File: config.mk
export PLATFORM = sky130hd
export DESIGN_NAME = mips_fetch
export DESIGN_NICKNAME = d
export VERILOG_FILES = /design/src/rtl/mips_fetch.sv
export SDC_FILE = /design/constraint.sdc
export NUM_CORES = 1
export LEC_CHECK = 0
export CAP_MARGIN = 20
export CORE_ASPECT_RATIO = 0.9
export CORE_MARGIN = 2
export CORE_UTILIZATION = 49
export CTS_CLUSTER_DIAMETER = 120
export CTS_CLUSTER_SIZE = 8
export DETAILED_ROUTE_END_ITERATION = 6
export PLACE_DENSITY_LB_ADDON = 0.1
export SLEW_MARGIN = 40
export SYNTH_ARGS = -nofsm -noshare
export SYNTH_HDL_FRONTEND = slang
export SYNTH_SLANG_ARGS = --single-unit
File: constraint.sdc
create_clock -name clk -period 2.2 [get_ports clk]
set_input_delay 0.22 -clock clk [delete_from_list [all_inputs] [get_ports clk]]
set_output_delay 0.22 -clock clk [all_outputs]
set_load 0.02 [all_outputs]
File: src/rtl/mips_fetch.sv
// Instruction fetch stage: owns the PC, runs a single-outstanding req/ready
// handshake to instruction memory and hands one instruction at a time to decode.
module mips_fetch #(
  parameter logic [31:0] RESET_PC = 32'h0040_0000
) (
  input  logic        clk,
  input  logic        rst,
  output logic        imem_req,
  output logic [31:0] imem_addr,
  input  logic        imem_ready,
  input  logic [31:0] imem_rdata,
  output logic        inst_valid,
  input  logic        inst_ready,
  output logic [31:0] inst,
  output logic [31:0] inst_pc,
  input  logic        redirect_valid,
  input  logic [31:0] redirect_pc,
  input  logic        halt,
  output logic        halted,
  output logic        fetch_fault
);

  typedef enum logic [1:0] {FETCH, DROP, VALID, HALT} state_t;

  state_t      state, state_n;
  logic [31:0] pc, pc_n;
  logic [31:0] inst_n, inst_pc_n, imem_addr_n;
  logic        inst_valid_n, imem_req_n, halted_n, fault_n;
  logic        halt_pending, halt_pending_n;
  logic        fault_pending, fault_pending_n;
  logic        resp, misaligned, stop, fault_evt, redir;

  always_comb begin
    state_n         = state;
    pc_n            = pc;
    inst_n          = inst;
    inst_pc_n       = inst_pc;
    inst_valid_n    = inst_valid;
    fault_n         = fetch_fault;
    halt_pending_n  = halt_pending;
    fault_pending_n = fault_pending;

    // Once a halt is pending, later halts and redirects are irrelevant.
    misaligned = redirect_valid && (redirect_pc[1:0] != 2'b00);
    stop       = !halt_pending && (halt || misaligned);
    fault_evt  = !halt_pending && !halt && misaligned;
    redir      = !halt_pending && !halt && redirect_valid && !misaligned;
    resp       = imem_req && imem_ready;

    case (state)
      FETCH, DROP: begin
        if (resp) begin
          if (halt_pending || stop) begin
            state_n = HALT;
            fault_n = fetch_fault | fault_pending | fault_evt;
          end else if (redir) begin
            pc_n    = redirect_pc;
            state_n = FETCH;
          end else if (state == DROP) begin
            state_n = FETCH;
          end else begin
            inst_n       = imem_rdata;
            inst_pc_n    = pc;
            inst_valid_n = 1'b1;
            pc_n         = pc + 32'd4;
            state_n      = VALID;
          end
        end else if (stop) begin
          // An outstanding request must still complete before halting.
          if (imem_req) begin
            halt_pending_n  = 1'b1;
            fault_pending_n = fault_evt;
            state_n         = DROP;
          end else begin
            state_n = HALT;
            fault_n = fetch_fault | fault_evt;
          end
        end else if (redir) begin
          pc_n = redirect_pc;
          if (imem_req) state_n = DROP;
        end
      end
      VALID: begin
        if (stop) begin
          state_n      = HALT;
          inst_valid_n = 1'b0;
          fault_n      = fetch_fault | fault_evt;
        end else if (redir) begin
          pc_n         = redirect_pc;
          inst_valid_n = 1'b0;
          state_n      = FETCH;
        end else if (inst_ready) begin
          inst_valid_n = 1'b0;
          state_n      = FETCH;
        end
      end
      HALT: begin
        inst_valid_n = 1'b0;
      end
      default: begin
        state_n      = HALT;
        inst_valid_n = 1'b0;
      end
    endcase

    imem_req_n  = (state_n == FETCH) || (state_n == DROP);
    // Address is frozen while a request waits for its response.
    imem_addr_n = (imem_req && !imem_ready) ? imem_addr : pc_n;
    halted_n    = (state_n == HALT);
  end

  always_ff @(posedge clk) begin
    if (rst) begin
      state         <= FETCH;
      pc            <= RESET_PC;
      inst          <= 32'd0;
      inst_pc       <= 32'd0;
      inst_valid    <= 1'b0;
      imem_req      <= 1'b0;
      imem_addr     <= RESET_PC;
      halted        <= 1'b0;
      fetch_fault   <= 1'b0;
      halt_pending  <= 1'b0;
      fault_pending <= 1'b0;
    end else begin
      state         <= state_n;
      pc            <= pc_n;
      inst          <= inst_n;
      inst_pc       <= inst_pc_n;
      inst_valid    <= inst_valid_n;
      imem_req      <= imem_req_n;
      imem_addr     <= imem_addr_n;
      halted        <= halted_n;
      fetch_fault   <= fault_n;
      halt_pending  <= halt_pending_n;
      fault_pending <= fault_pending_n;
    end
  end

endmodule

Word level (Yosys, flattened, before mapping)

Cells that the tools add are included.
W data, S select, Z words.

Reductions and logical operators: 24
$lt $le $gt $ge: 0
Bitwise operators: 7
Equality and inequality tests: 14
Multiplexer cells: 33
Divide/modulo/power cells: 0
Multiply operators: 0
Shift-type cells: 0
$add $sub $neg: 1

Operators with widths:

| operator                | count |
|---|---|
| $mux W32                | 6 |
| $pmux W32 S2            | 1 |
| $add A32 B3 Y32 const B | 1 |
| $mux W2                 | 11 |
| $reduce_and A5 Y1       | 3 |
| $mux W1                 | 12 |
| $ne A2 B2 Y1 const B    | 5 |
| $ne A3 B3 Y1 const B    | 3 |
| $logic_and A1 B1 Y1     | 8 |
| $eq A2 B2 Y1 const B    | 3 |
| $eq A2 B1 Y1 const B    | 2 |
| $logic_not A1 Y1        | 4 |
| $logic_not A2 Y1        | 2 |
| $ne A4 B4 Y1 const B    | 1 |
| $not A1 Y1              | 4 |
| $pmux W2 S2             | 1 |
| $reduce_and A4 Y1       | 1 |
| $reduce_bool A2 Y1      | 2 |
| $logic_or A1 B1 Y1      | 3 |
| $or A1 B1 Y1            | 3 |
| $pmux W1 S3             | 1 |
| $pmux W1 S2             | 1 |
| $reduce_or A2 Y1        | 1 |

Memory bits (read-only): 0
Register bits: 136
Output and inout port bits: 100
Latch bits: 0
RAM bits: 0
Input port bits: 70
Memories: 0

Depth between registers and ports, before layout

Gate-level depths: netlist (run 1).

Depth after elaboration: 10
Mapped depth: 9
Depth with buffers taken out: 6

Worst setup path before layout (run 1)

Ideal clock, no wire load.

Path type: register to register
Start: register imem_req
End: register imem_addr[20]
Arrival: 1.918 ns
Library setup time: 0.134 ns
Cell stages (with the launch flop): 9
Buffers on the path: 2
Setup slack: 0.148 ns
Cell sequence: dfxtp_1 -> and2_0 -> clkbuf_1 -> nand3_1 -> clkbuf_1 -> or4_1 -> o221a_2 -> o31ai_1 -> o22ai_1

Longest elaborated chain between the ends: 3
Elaborated cells between the ends (all ways): 4
Those cells by class: mux: 2; reduce/logical: 2

RTL lines:

| item                   | RTL line | text |
|---|---|---|
| start, declared        | 8        | `output logic imem_req,` |
| start signal, assigned | 131      | `imem_req <= imem_req_n;` |
| $logic_and A1 B1 Y1    | 48       | `resp = imem_req && imem_ready;` |
| $mux W32               | 52       | `if (resp) begin` |
| $pmux W32 S2           | 50       | `case (state)` |
| end signal, assigned   | 132      | `imem_addr <= imem_addr_n;` |
| end, declared          | 9        | `output logic [31:0] imem_addr,` |

Several ways; a longest one is shown, not always the timed one.
A chain may end at the register's enable or synchronous reset.

Worst setup path in the final report (run 1)

Start: register pc[10]
End: register imem_addr[28]

Longest elaborated chain between the ends: 6

RTL lines:

| item                   | RTL line | text |
|---|---|---|
| start, declared        | 26       | `logic [31:0] pc, pc_n;` |
| start signal, assigned | 127      | `pc <= pc_n;` |
| $add A32 B3 Y32        | 65       | `pc_n = pc + 32'd4;` |
| $mux W32               | 59       | `end else if (state == DROP) begin` |
| $mux W32               | 56       | `end else if (redir) begin` |
| $mux W32               | 53       | `if (halt_pending \|\| stop) begin` |
| $mux W32               | 52       |  |
| $pmux W32 S2           | 50       |  |

Every way passes these cells.

==> flow_summary.toml, run 1 <==
[finish]
mostFrequentLayoutCell = "nand2_1"
finalNonFillerCells = 1216
antennaDiodeCount = 0
finalNetCount = 1110
layout-drive-gt1-share = 0.1340
mostFrequentLayoutCells = "nand2_1, clkdlybuf4s50_1, dfxtp_1"
synthToLayoutAreaGrowth_pct = 47.43

[power]
leakagePower_nw = 3.379
ir_drop_uv = 568.5
p_per_area_mw_per_mm2 = 707.3

[synthesis]
synth.ff_latch_count = 136
ys_seq_area_frac = 0.4329
synth_edf_count = 0
synthArstFlopShare = 0
synth_flop_cell = "dfxtp_1"
synth.avg_cell_area_sq_um = 7.613
synthCells = 826
synth_area_sq_mm = 0.006289
synth_nets = 897
ys_warn_count = 0
synth.distinct_cells = 63

[critical_path]
slowest_delay_ns = 0.53
cp.required_ns = 2.51
timing.rr.end = "imem_addr[28]$_SDFFE_PP0N_"
rr_worst_depth = 6
arrival_ns = 2.47
worst_setup_path_start_kind = "flop"
path_class = "flop to flop"
crit_path_end_kind = "flop"
timing.rr.start = "pc[10]$_SDFF_PP0_"
r2r_slack_ns = 0.04
crit_chain = "and4_1 > nand4_1 > nor4_1 > mux2i_1 > o22a_1 > a21oi_1"
cp_slowest_cell = "nor4_1"
worst-path-max-fanout = 6

[clocking]
clk_pin_slew_ns = 0.06
cts_max_level = 4
cts_tree = "built"
root_buffer = "clkbuf_16"
hold_buffers = 0
cts_made_buffers = 17
clock-sinks = 136
clock_latency_ns = 0.44
clk_path_buf_depth = 2

[grt]
overflow = 0
grt_use_total = 0.3192
grt_max_degree = 104
grt_pass1_vias = 6862
grt_antenna_before_repair = 0
grt_pass1_wl_um = 34320

[die]
initial_core_util = 0.4995
fp-row-count = 39
dieArea_sq_mm = 0.01376
die_h_um = 111.5
ioPinCount = 170
core-area_sq_mm = 0.01259
die_x_um = 123.4

[routing]
initialDrtViolationCount = 572
routed_wl_um = 22080
dr.pass1.iters = 5
avgViaCountPerCell = 5.745
avgRoutedWirePerCell_um = 18.16
ant_nets = 0
dr_total_vias = 6986
drc = 0

[timing]
finalHoldViolCount = 0
fin_skew_ns = 0.008829
finalMaxSlewViolations = 0
finalSetupViolCount = 0
rsz0062_at_grt = "true"
setup_slack_ns = 0.03929
post-route-min-period_ns = 2.161
slew_headroom = 0.6683
final.period_utilization = 0.9821
fmax_mhz = 462.8
tightest_slew_ns = 0.4924

[placed_design]
port_buffers = 169
place.gp.congestion = 0.9505
dp_cells = 1184
place_hpwl_um = 15840
dp_slack_ns = -0.2557

[job]
maxCapViolCount = 0

[hold_path]
hp-start = "imem_rdata[18]"
holdPathEnd = "inst[18]$_SDFFE_PP0P_"
whs_path_depth = 3
hold_class = "input pin to flop"

[status]
status = "finished clean"
==> kinds of logic (layout without fill, tap and decap cells) <==
logic type | after synthesis | count (layout) | synth area share
compound gates | 246 | 246 | 0.2332
buf+inv | 73 | 299 | 0.04954
fa+ha+maj | 1 | 1 | 0.001989
mux | 12 | 12 | 0.02029
flops | 136 | 136 | 0.4329
simple gates | 350 | 350 | 0.2509
xor+xnor | 8 | 8 | 0.01114
==> critical path: cells and delay by family (launching register included) <==
kind / cells / cell delay (ns)
muxes: 1 / 0.24
and+or+nand+nor: 3 / 1.21
DFF: 1 / 0.34
AOI/OAI and AO/OA: 2 / 0.25
==> state kept, by name, indices dropped and copies added (netlist names) <==
signal,cells
fault_pending,1
fetch_fault,1
inst_valid,1
inst,32
imem_addr,32
pc,32
imem_req,1
halted,1
halt_pending,1
inst_pc,32
state,2
==> Yosys cell counts (all sizes together) (9+ instances only) <==
master    n  area (sq um)
a21oi   127         635.6
and2     10         62.56
buf      19         108.9
clkbuf   45         168.9
dfxtp   136          2723
mux2i     9         90.09
nand2   198         743.2
nand3    23         115.1
nand4     9         56.30
nor2     51         191.4
nor3     16         80.08
nor4     10         105.1
o21ai    37         185.2
o22ai    18         112.6
==> routing by layer <==
metal | vias to the layer above | track usage | part of all wire | wire, um
li1 | 3340 | - | - | -
met1 | 3317 | 0.4003 | 0.43 | 9400
met2 | 280 | 0.5300 | 0.49 | 10730
met3 | 49 | 0.06865 | 0.061 | 1337
met4 | 0 | 0.1280 | 0.028 | 615
met5 | - | 0 | 0 | 0
==> layout make-up <==
class,count,area [sq um]
multi-input combinational,617,3307
tap,164,205.2
timing repair buffer,258,2432
fill,981,3318
clock inverter,15,145.1
clock buffer,17,425.4
sequential,136,2723
inverter,9,33.78
==> metrics by stage <==
step | power, mW | instance area [sq um] | hold slack [ns] | util | TNS (ns)
final | 6.558 | 9271 | 0.3366 | 0.7364 | 0
after global placement | 3.765 | 8662 | 0.4417 | 0.6880 | -11.31
after floorplan | 3.238 | 6289 | 0.3166 | - | 0
after CTS | 6.556 | 9233 | 0.3382 | 0.7334 | 0
after detailed placement | 3.792 | 8662 | 0.4463 | 0.6880 | -17.98
after global routing | 6.775 | 9271 | 0.3397 | 0.7364 | -0.02614
==> what timing repair did <==
action	4_1_cts	5_1_grt
setup endpoints to repair	0	38
resized for setup	0	7
buffers inserted	0	0
==> worst max-delay path by stage <==
| stage | from | end | slack (ns) | depth (start not counted) |
|---|---|---|---|---|
| CTS | halt_pending$_SDFFE_PP0P_ | inst[29]$_SDFFE_PP0P_ | 0.12 | 10 |
| detailed placement | halt | inst[29]$_SDFFE_PP0P_ | -0.26 | 11 |
| floorplan | imem_req$_SDFF_PP0_ | imem_addr[20]$_SDFFE_PP0N_ | 0.15 | 8 |
| finish | pc[10]$_SDFF_PP0_ | imem_addr[28]$_SDFFE_PP0N_ | 0.04 | 6 |
| global placement | halt | imem_addr[19]$_SDFFE_PP0N_ | -0.18 | 7 |
| global route | pc[11]$_SDFF_PP0_ | imem_addr[26]$_SDFFE_PP0N_ | -0.02 | 6 |
==> power by group <==
part | leakage (nW) | switching, mW | total (mW) | internal (mW)
Combinational | 2.00 | 0.575 | 1.09 | 0.511
Sequential | 1.10 | 0.0990 | 2.68 | 2.58
Clock | 0.270 | 1.21 | 2.79 | 1.58
Power figures use the tool's default switching activity.
==> run 2: changes to the inputs <==
--- a/config.mk
+++ b/config.mk
@@ -5,10 +5,11 @@
 export SDC_FILE = /design/constraint.sdc
 export NUM_CORES = 1
 export LEC_CHECK = 0
+export ABC_AREA = 1
 export CAP_MARGIN = 20
 export CORE_ASPECT_RATIO = 0.9
 export CORE_MARGIN = 2
-export CORE_UTILIZATION = 49
+export CORE_UTILIZATION = 51
 export CTS_CLUSTER_DIAMETER = 120
 export CTS_CLUSTER_SIZE = 8
 export DETAILED_ROUTE_END_ITERATION = 6
==> run 2 against run 1 <==
Net effect: combinational power is 110% higher; hold slack better by 0.038 ns; register-to-register slack better by 0.14 ns; setup slack better by 0.14 ns; cell count is 23% higher; area after synthesis is 18% higher; routed wire length is 4.8% higher; maximum frequency is 7.0% higher; non-clock buffer count is 58 lower; count of clock-buffer cells in the layout is 3 higher; flip-flop and latch count stayed put; core utilization is 3.1 points lower; critical endpoint is now imem_addr[22]$_SDFFE_PP1N_; largest power group is now registers.
==> flow_summary.toml, run 2 <==
[die]
fp-row-count = 41
ioPinCount = 170
die_x_um = 131.4
core-area_sq_mm = 0.01416
die_h_um = 118.6
initial_core_util = 0.5260
dieArea_sq_mm = 0.01559

[timing]
holdWs_ns = 0.3742
setup_slack_ns = 0.1812
slew_headroom = 0.5684
fin_skew_ns = 0.01428
finalSetupViolCount = 0
post-route-min-period_ns = 2.019
rsz0062_at_grt = "false"
fin_tns_setup_ns = 0
final.period_utilization = 0.9176
finalHoldViolCount = 0
fmax_mhz = 495.4
finalMaxSlewViolations = 0
tightest_slew_ns = 0.6465

[finish]
antennaDiodeCount = 0
stdcell_area_sq_mm = 0.009991
mostFrequentLayoutCells = "nand2_1, clkdlybuf4s50_1, o21ai_0"
utilization = 0.7056
mostFrequentLayoutCell = "nand2_1"
synthToLayoutAreaGrowth_pct = 34.16
finalNetCount = 1359
finalNonFillerCells = 1494
register_area_sq_mm = 0.002723
nFillCells = 1247
layout-drive-gt1-share = 0.09839
multi_input_area_sq_mm = 0.003852

[synthesis]
synth_edf_count = 0
synth.distinct_cells = 46
synthCells = 1130
synth_area_sq_mm = 0.007447
yosysTopAreaCell = "dfxtp_1"
synth.avg_cell_area_sq_um = 6.590
synthTopCellsByArea = "dfxtp_1, o21ai_0, nand2_1"
synth_nets = 1201
synth_top_area_frac = 0.3656
synth_flop_cell = "dfxtp_1"
synth_commonest_cells = "nand2_1, o21ai_0, inv_1, dfxtp_1, nor2_1"
yosysMostFrequentCell = "nand2_1"
synth.ff_latch_count = 136
ys_warn_count = 0
synthArstFlopShare = 0
ys_seq_area_frac = 0.3656

[clocking]
clock-sinks = 136
postCtsSetupBuffers = 0
root_buffer = "clkbuf_16"
cts_made_buffers = 17
hold_buffers = 0
clk_pin_slew_ns = 0.06
cts_tree = "built"
clock_latency_ns = 0.43
cts_max_level = 4
clk_path_buf_depth = 2
cts-resized-gates = 0

[critical_path]
slowest_delay_ns = 0.42
worst_setup_path_start_kind = "flop"
path_buf_inv = 2
crit_chain = "ha_1 > inv_1 > nor2_1 > nand2_2 > nor2_8 > nand3_2 > clkinv_1 > nand3b_1 > nand3_1 > nand2_1 > nand2_1 > nand2_1 > nand2_1 > nand2_1"
cp_slowest_cell = "dfxtp_1"
arrival_ns = 2.33
rr_worst_depth = 14
crit_path_frequent_cell = "nand2_1"
timing.rr.start = "pc[3]$_SDFF_PP0_"
path_class = "flop to flop"
worst-path-max-fanout = 10
timing.rr.end = "imem_addr[22]$_SDFFE_PP1N_"
critPathTopFamily = "simple AND/OR/NAND/NOR gates"
cp.required_ns = 2.51
r2r_slack_ns = 0.18
crit_path_end_kind = "flop"

[power]
swShare = 0.3358
ir_drop_uv = 599.1
leakagePower_nw = 4.364
intPower_mw = 5.554
power_mw = 8.362
clkPwrFrac = 0.360
seqPwrFrac = 0.360
p_per_area_mw_per_mm2 = 836.9
power_frac_comb = 0.280
p_switching_mw = 2.808

[routing]
dr.pass1.iters = 5
dr_wl_met3_um = 2554
ant_nets = 0
top_layer_used = "met4"
avgViaCountPerCell = 5.413
routed_wl_um = 23140
dr_total_vias = 8087
wl_met2_um = 10250
avgRoutedWirePerCell_um = 15.49
wl_met1_um = 9933
drc = 0
initialDrtViolationCount = 699

[placed_design]
placed_area_sq_mm = 0.009369
place.gp.congestion = 0.9332
port_buffers = 169
dp_cells = 1462
dp_slack_ns = -0.02069
place_hpwl_um = 15570

[hold_path]
hp-start = "imem_rdata[19]"
holdPathEnd = "inst[19]$_SDFFE_PP0P_"
hold_class = "input pin to flop"
whs_path_depth = 3

[status]
status = "finished clean"

[grt]
grt_use_total = 0.2969
grt_max_degree = 51
grt_pass1_wl_um = 37610
grt_pass1_vias = 7445
overflow = 0
grt_antenna_before_repair = 0

[job]
maxCapViolCount = 0
==> run 2: cells by family after synthesis <==
family / count (synthesis) / share of synthesized area
adders and majority gates: 1 / 0.001680
buffers and inverters: 208 / 0.1171
xor gates and xnor gates: 1 / 0.001176
AOI/OAI and AO/OA: 285 / 0.2045
and+or+nand+nor: 499 / 0.3100
DFF: 136 / 0.3656
==> run 2: metal layers <==
metal / vias up / track usage
met3: 35 / 0.1021
met4: 0 / 0.08696
met1: 3699 / 0.3843
li1: 3972 / -
met5: - / 0
met2: 381 / 0.4701
==> run 2: cell type report <==
cell class	count	area share
tap	193	0.02417
clock buffer	20	0.04571
multi-input combinational	786	0.3856
inverter	147	0.05661
clock inverter	12	0.01653
timing repair buffer	200	0.1989
sequential	136	0.2725
==> run 2: power by group through the flow <==
| stage | sequential (mW) | clock [mW] | combinational (mW) |
|---|---|---|---|
| after floorplan | 3.18 | 0 | 1.24 |
| after global placement | 3.04 | 0 | 2.28 |
| after detailed placement | 3.04 | 0 | 2.31 |
| after CTS | 3.00 | 3.03 | 2.33 |
| after global routing | 3.04 | 3.16 | 2.56 |
| final | 3.01 | 3.01 | 2.34 |
==> run 2: how the worst max path moves through the flow <==
stage | to | cells after the start | startpoint | slack (ns)
detailed placement | imem_addr[14]$_SDFFE_PP0N_ | 13 | halt | -0.02
global route | imem_addr[18]$_SDFFE_PP0N_ | 14 | pc[3]$_SDFF_PP0_ | 0.002
global placement | imem_addr[7]$_SDFFE_PP0N_ | 11 | halt | 0.07
CTS | inst_pc[4]$_SDFFE_PP0P_ | 8 | state[1]$_SDFF_PP0_ | 0.22
floorplan | inst[22]$_SDFFE_PP0P_ | 11 | imem_req$_SDFF_PP0_ | 0.48
finish | imem_addr[22]$_SDFFE_PP1N_ | 14 | pc[3]$_SDFF_PP0_ | 0.18
==> run 2: worst reg2reg max path, cell delays in order, from the launching register on <==
cell and delay, ns:
dfxtp_1 0.42, ha_1 0.24, inv_1 0.07, nor2_1 0.13, nand2_2 0.12, nor2_8 0.20, nand3_2 0.13, clkinv_1 0.12
nand3b_1 0.08, nand3_1 0.07, nand2_1 0.05, nand2_1 0.07, nand2_1 0.05, nand2_1 0.10, nand2_1 0.06
==> run 3: changes to the inputs <==
--- a/config.mk
+++ b/config.mk
@@ -9,7 +9,7 @@
 export CAP_MARGIN = 20
 export CORE_ASPECT_RATIO = 0.9
 export CORE_MARGIN = 2
-export CORE_UTILIZATION = 51
+export CORE_UTILIZATION = 45
 export CTS_CLUSTER_DIAMETER = 120
 export CTS_CLUSTER_SIZE = 8
 export DETAILED_ROUTE_END_ITERATION = 6
==> constraint.sdc (replaced) <==
create_clock -name clk -period 2.2 [get_ports clk]
set_input_delay 0.33 -clock clk [delete_from_list [all_inputs] [get_ports clk]]
set_output_delay 0.33 -clock clk [all_outputs]
set_load 0.02 [all_outputs]
==> run 3 against run 2 <==
Net effect: flip-flop and latch count stayed put; largest cell class unchanged; setup slack better by 0.078 ns; non-clock buffer count is 19 higher; cell count is 2.2% higher; sequential share of layout area is 0.59 points lower; global-route usage is 3.0 points lower; die area is 13% higher; design area is 2.2% higher.
==> flow_summary.toml, run 3 (synthesis gave the netlist of run 2 again) <==
[timing]
finalSetupViolCount = 0
holdWs_ns = 0.4754
finalMaxSlewViolations = 0
slew_headroom = 0.6636
final.period_utilization = 0.8821
rsz0062_at_grt = "false"
fin_skew_ns = 0.008208
tightest_slew_ns = 0.5045
fmax_mhz = 515.3
setup_slack_ns = 0.2593
post-route-min-period_ns = 1.941
fin_tns_setup_ns = 0
finalHoldViolCount = 0

[placed_design]
place_hpwl_um = 16030
port_buffers = 169
place.gp.congestion = 0.9475
dp_slack_ns = -0.06560
placed_area_sq_mm = 0.009584
dp_cells = 1494

[critical_path]
timing.rr.start = "pc[3]$_SDFF_PP0_"
worst_setup_path_start_kind = "flop"
cp.required_ns = 2.53
r2r_slack_ns = 0.26
rr_worst_depth = 14
arrival_ns = 2.27
crit_path_end_kind = "flop"
worst-path-max-fanout = 5
timing.rr.end = "imem_addr[18]$_SDFFE_PP0N_"
path_class = "flop to flop"

[grt]
grt_pass1_vias = 7355
grt_use_total = 0.2667
grt_antenna_before_repair = 0
grt_pass1_wl_um = 38010
grt_max_degree = 54
overflow = 0

[die]
ioPinCount = 170
dieArea_sq_mm = 0.01760
initial_core_util = 0.4601
die_x_um = 139.6
core-area_sq_mm = 0.01619
die_h_um = 126.0
fp-row-count = 44

[finish]
finalNonFillerCells = 1527
mostFrequentLayoutCells = "nand2_1, clkdlybuf4s50_1, o21ai_0"
mostFrequentLayoutCell = "nand2_1"
layout-drive-gt1-share = 0.1121
antennaDiodeCount = 0
finalNetCount = 1378
stdcell_area_sq_mm = 0.01021
synthToLayoutAreaGrowth_pct = 37.13
utilization = 0.6310

[clocking]
cts-resized-gates = 0
cts_max_level = 4
clock-sinks = 136
clk_path_buf_depth = 2
hold_buffers = 0
clk_pin_slew_ns = 0.06
postCtsSetupBuffers = 0
cts_tree = "built"
root_buffer = "clkbuf_16"
cts_made_buffers = 17
clock_latency_ns = 0.43

[routing]
avgRoutedWirePerCell_um = 15.37
initialDrtViolationCount = 639
avgViaCountPerCell = 5.175
drc = 0
ant_nets = 0
routed_wl_um = 23470
dr.pass1.iters = 6
dr_total_vias = 7902

[hold_path]
hold_class = "flop to flop"
hp-start = "fault_pending$_SDFFE_PP0P_"
holdPathEnd = "fault_pending$_SDFFE_PP0P_"
whs_path_depth = 2

[status]
status = "finished clean"

[job]
maxCapViolCount = 0

[power]
leakagePower_nw = 4.492
ir_drop_uv = 558.5
p_per_area_mw_per_mm2 = 825.1
power_mw = 8.426
==> run 3: worst max path at each step <==
| stage | from | endpoint | slack (ns) | depth (start not counted) |
|---|---|---|---|---|
| floorplan | imem_req$_SDFF_PP0_ | inst[22]$_SDFFE_PP0P_ | 0.48 | 11 |
| global placement | redirect_pc[0] | pc[4]$_SDFF_PP0_ | -0.002 | 8 |
| detailed placement | halt | imem_addr[14]$_SDFFE_PP0N_ | -0.07 | 13 |
| CTS | pc[3]$_SDFF_PP0_ | imem_addr[22]$_SDFFE_PP1N_ | 0.24 | 14 |
| global route | pc[3]$_SDFF_PP0_ | imem_addr[18]$_SDFFE_PP0N_ | 0.01 | 14 |
| finish | pc[3]$_SDFF_PP0_ | imem_addr[18]$_SDFFE_PP0N_ | 0.26 | 14 |
==> run 3: cell type report <==
class	count	area, sq um
fill	1513	5973
multi-input combinational	786	3852
sequential	136	2723
timing repair buffer	219	2192
inverter	147	565.5
clock buffer	19	452.9
tap	207	259.0
clock inverter	13	167.7
==> run 3: power breakdown <==
group / internal (mW) / total [mW] / switching (mW)
clock: 1.86 / 3.03 / 1.18
sequential: 2.74 / 2.99 / 0.250
combinational: 1.00 / 2.40 / 1.40
total: 5.60 / 8.43 / 2.82
==> run 3: routing by layer <==
layer  vias to the layer above  global-route usage  wire length (um)
met3                        26             0.09582              2260
met4                         0             0.06529               299
met1                      3561              0.3591             10590
met5                         -                   0                 0
met2                       302              0.4100             10320
li1                       4013                   -                 -
==> run 3: worst max-delay path, stage by stage (launching register included) <==
cell	delay, ns
dfxtp_1	0.40
ha_1	0.24
inv_1	0.07
nor2_1	0.12
nand2_2	0.12
nor2_8	0.18
nand3_2	0.11
clkinv_1	0.11
nand3_1	0.08
nand3_1	0.09
nand2_1	0.05
nand2_1	0.08
nand3_1	0.08
nand2_1	0.06
inv_1	0.03
==> edit (config.mk and constraints of run 2) <==
The 4 states of `state_t` get a Gray code encoding in 2 bits.
--- a/src/rtl/mips_fetch.sv
+++ b/src/rtl/mips_fetch.sv
@@ -21,5 +21,5 @@
 );
 
-  typedef enum logic [1:0] {FETCH, DROP, VALID, HALT} state_t;
+  typedef enum logic [1:0] {FETCH = 2'b00, DROP = 2'b01, VALID = 2'b11, HALT = 2'b10} state_t;
 
   state_t      state, state_n;
Behaviour: same outputs for any inputs over 4 cycles, from zero or initial values and one cycle with rst high; so few cycles prove little.
==> edit against run 2 <==
- global-route usage about the same
- setup slack better by 0.053 ns
- final cell count down 0.67%
- sequential share of layout area up 0.43 points
- sequential cell count unchanged
- wire length down 2.5%
- synthesized area down 2.3%
- first-iteration DRC count up 13%
- final area down 1.6%
- combinational power down 18%
- total power down 8.1%
- die area down 2.2%
- critical path type unchanged
- largest cell class unchanged
- highest routed layer unchanged
==> edit: results (changes against run 2) <==
root buf cell clkbuf_16 (unchanged); GRT Resource Usage Total 29.6% (was 29.7%); FF-to-FF setup slack 0.23 ns (was 0.18 ns); Filler cells 1271 (was 1247); non-filler instance count after layout 1484 (was 1494); DRT iter0 DRCs 789 (was 699); number of global-route vias before repair 7083 (was 7445); met2 wire length 9980 µm (was 10200 µm); largest net degree at the start of global routing 72 (was 51); Slew HR 59.7% (was 56.8%); Final nets 1349 (was 1359); top cells by count, synth 194 x nand2_1, 162 x inv_1, 136 x dfxtp_1 (was 195 x nand2_1, 148 x o21ai_0, 137 x inv_1); Min-Delay Endpoint inst[7]$_SDFFE_PP0P_ (was inst[19]$_SDFFE_PP0P_); reg2reg start pc[4]$_SDFF_PP0_ (was pc[3]$_SDFF_PP0_); crit path max fanout 7 (was 10); status finished, final reports clean (unchanged); Reg clk slew, reported paths 0.06 ns (about the same); peak per-stage delay on the critical path 0.55 ns (was 0.42 ns); worst r2r path cells 13 (was 14); Syn Inst Count 1118 (was 1130); critical path data arrival time 2.30 ns (was 2.33 ns); Static Leak 0.00440 µW (was 0.00436 µW); Post-Syn Nets 1189 (was 1201); clock skew 0.0101 ns (was 0.0143 ns); post-synthesis sequential area ratio 37.4% (was 36.6%); global-route wire length before repair 36000 µm (was 37600 µm); Routed WL per cell 15.2 µm (was 15.5 µm); detailed placement HPWL 15200 µm (was 15600 µm); met3 WL 2210 µm (was 2550 µm); pre-CTS WS 0.0838 ns (was -0.0207 ns); peak supply drop 538 µV (was 599 µV); via count 7923 (was 8087); share of cells above drive strength 1 7.67% (was 9.84%); gpl congestion 0.930 (was 0.933); min-delay src imem_rdata[7] (was imem_rdata[19]); Post-DP Area 0.00925 mm² (was 0.00937 mm²); WL met1 10000 µm (was 9930 µm); reg2reg end imem_addr[19]$_SDFFE_PP0N_ (was imem_addr[22]$_SDFFE_PP1N_); post-synth cell types 37 (was 46); top post-synthesis cells by area dfxtp_1 37%, nand2_1 10%, o21ai_0 8.7% (was dfxtp_1 37%, o21ai_0 9.9%, nand2_1 9.8%)
-- edit: final cells by class --
type	count	share of cell area, %
clock buffer	22	4.72
clock inverter	10	1.22
inverter	165	6.32
multi-input combinational	755	36.7
sequential	136	27.7
tap	193	2.46
timing repair buffer	203	20.9
-- edit: per-stage QoR --
stage          util, %  total power [µW]  hold slack [ns]
6_report          70.2              7680            0.364
5_1_grt           70.2              8020            0.380
4_1_cts           70.2              7670            0.359
3_5_place_dp      66.1              4830            0.445
3_3_place_gp      66.1              4810            0.439
2_1_floorplan        -              4050            0.355
-- edit: power by group --
part	internal, µW	switching (µW)	total (µW)
combinational	789	1150	1930
sequential	2690	192	2880
clock	1730	1130	2860
-- edit: worst max path at each step --
stage,start,to,cells past startpoint
floorplan,pc[2]$_SDFF_PP0_,imem_addr[20]$_SDFFE_PP0N_,12
global placement,redirect_pc[0],inst[1]$_SDFFE_PP0P_,11
detailed placement,redirect_pc[0],inst[8]$_SDFFE_PP0P_,11
CTS,pc[2]$_SDFF_PP0_,imem_addr[12]$_SDFFE_PP0N_,12
global route,pc[2]$_SDFF_PP0_,imem_addr[12]$_SDFFE_PP0N_,13
finish,pc[4]$_SDFF_PP0_,imem_addr[19]$_SDFFE_PP0N_,13
-- edit: metal layers --
metal / vias to the layer above / GRT usage [%]
met3: 37 / 8.30
li1: 3948 / -
met1: 3591 / 40.7
met2: 347 / 45.3
met4: 0 / 8.67
met5: - / 0
-- edit: tightest hold or removal path: cells and delay by family --
family | cells | cell delay [ns]
buf+inv | 1 | 0.39
simple gates | 2 | 0.15
-- edit: cell families after synthesis --
kind of cell,Yosys count,share of synthesized area (%)
simple gates,459,27.7
compound gates,292,21.2
xor+xnor,3,0.361
flops,136,37.4
buf+inv,227,13.1
fa+ha+maj,1,0.172
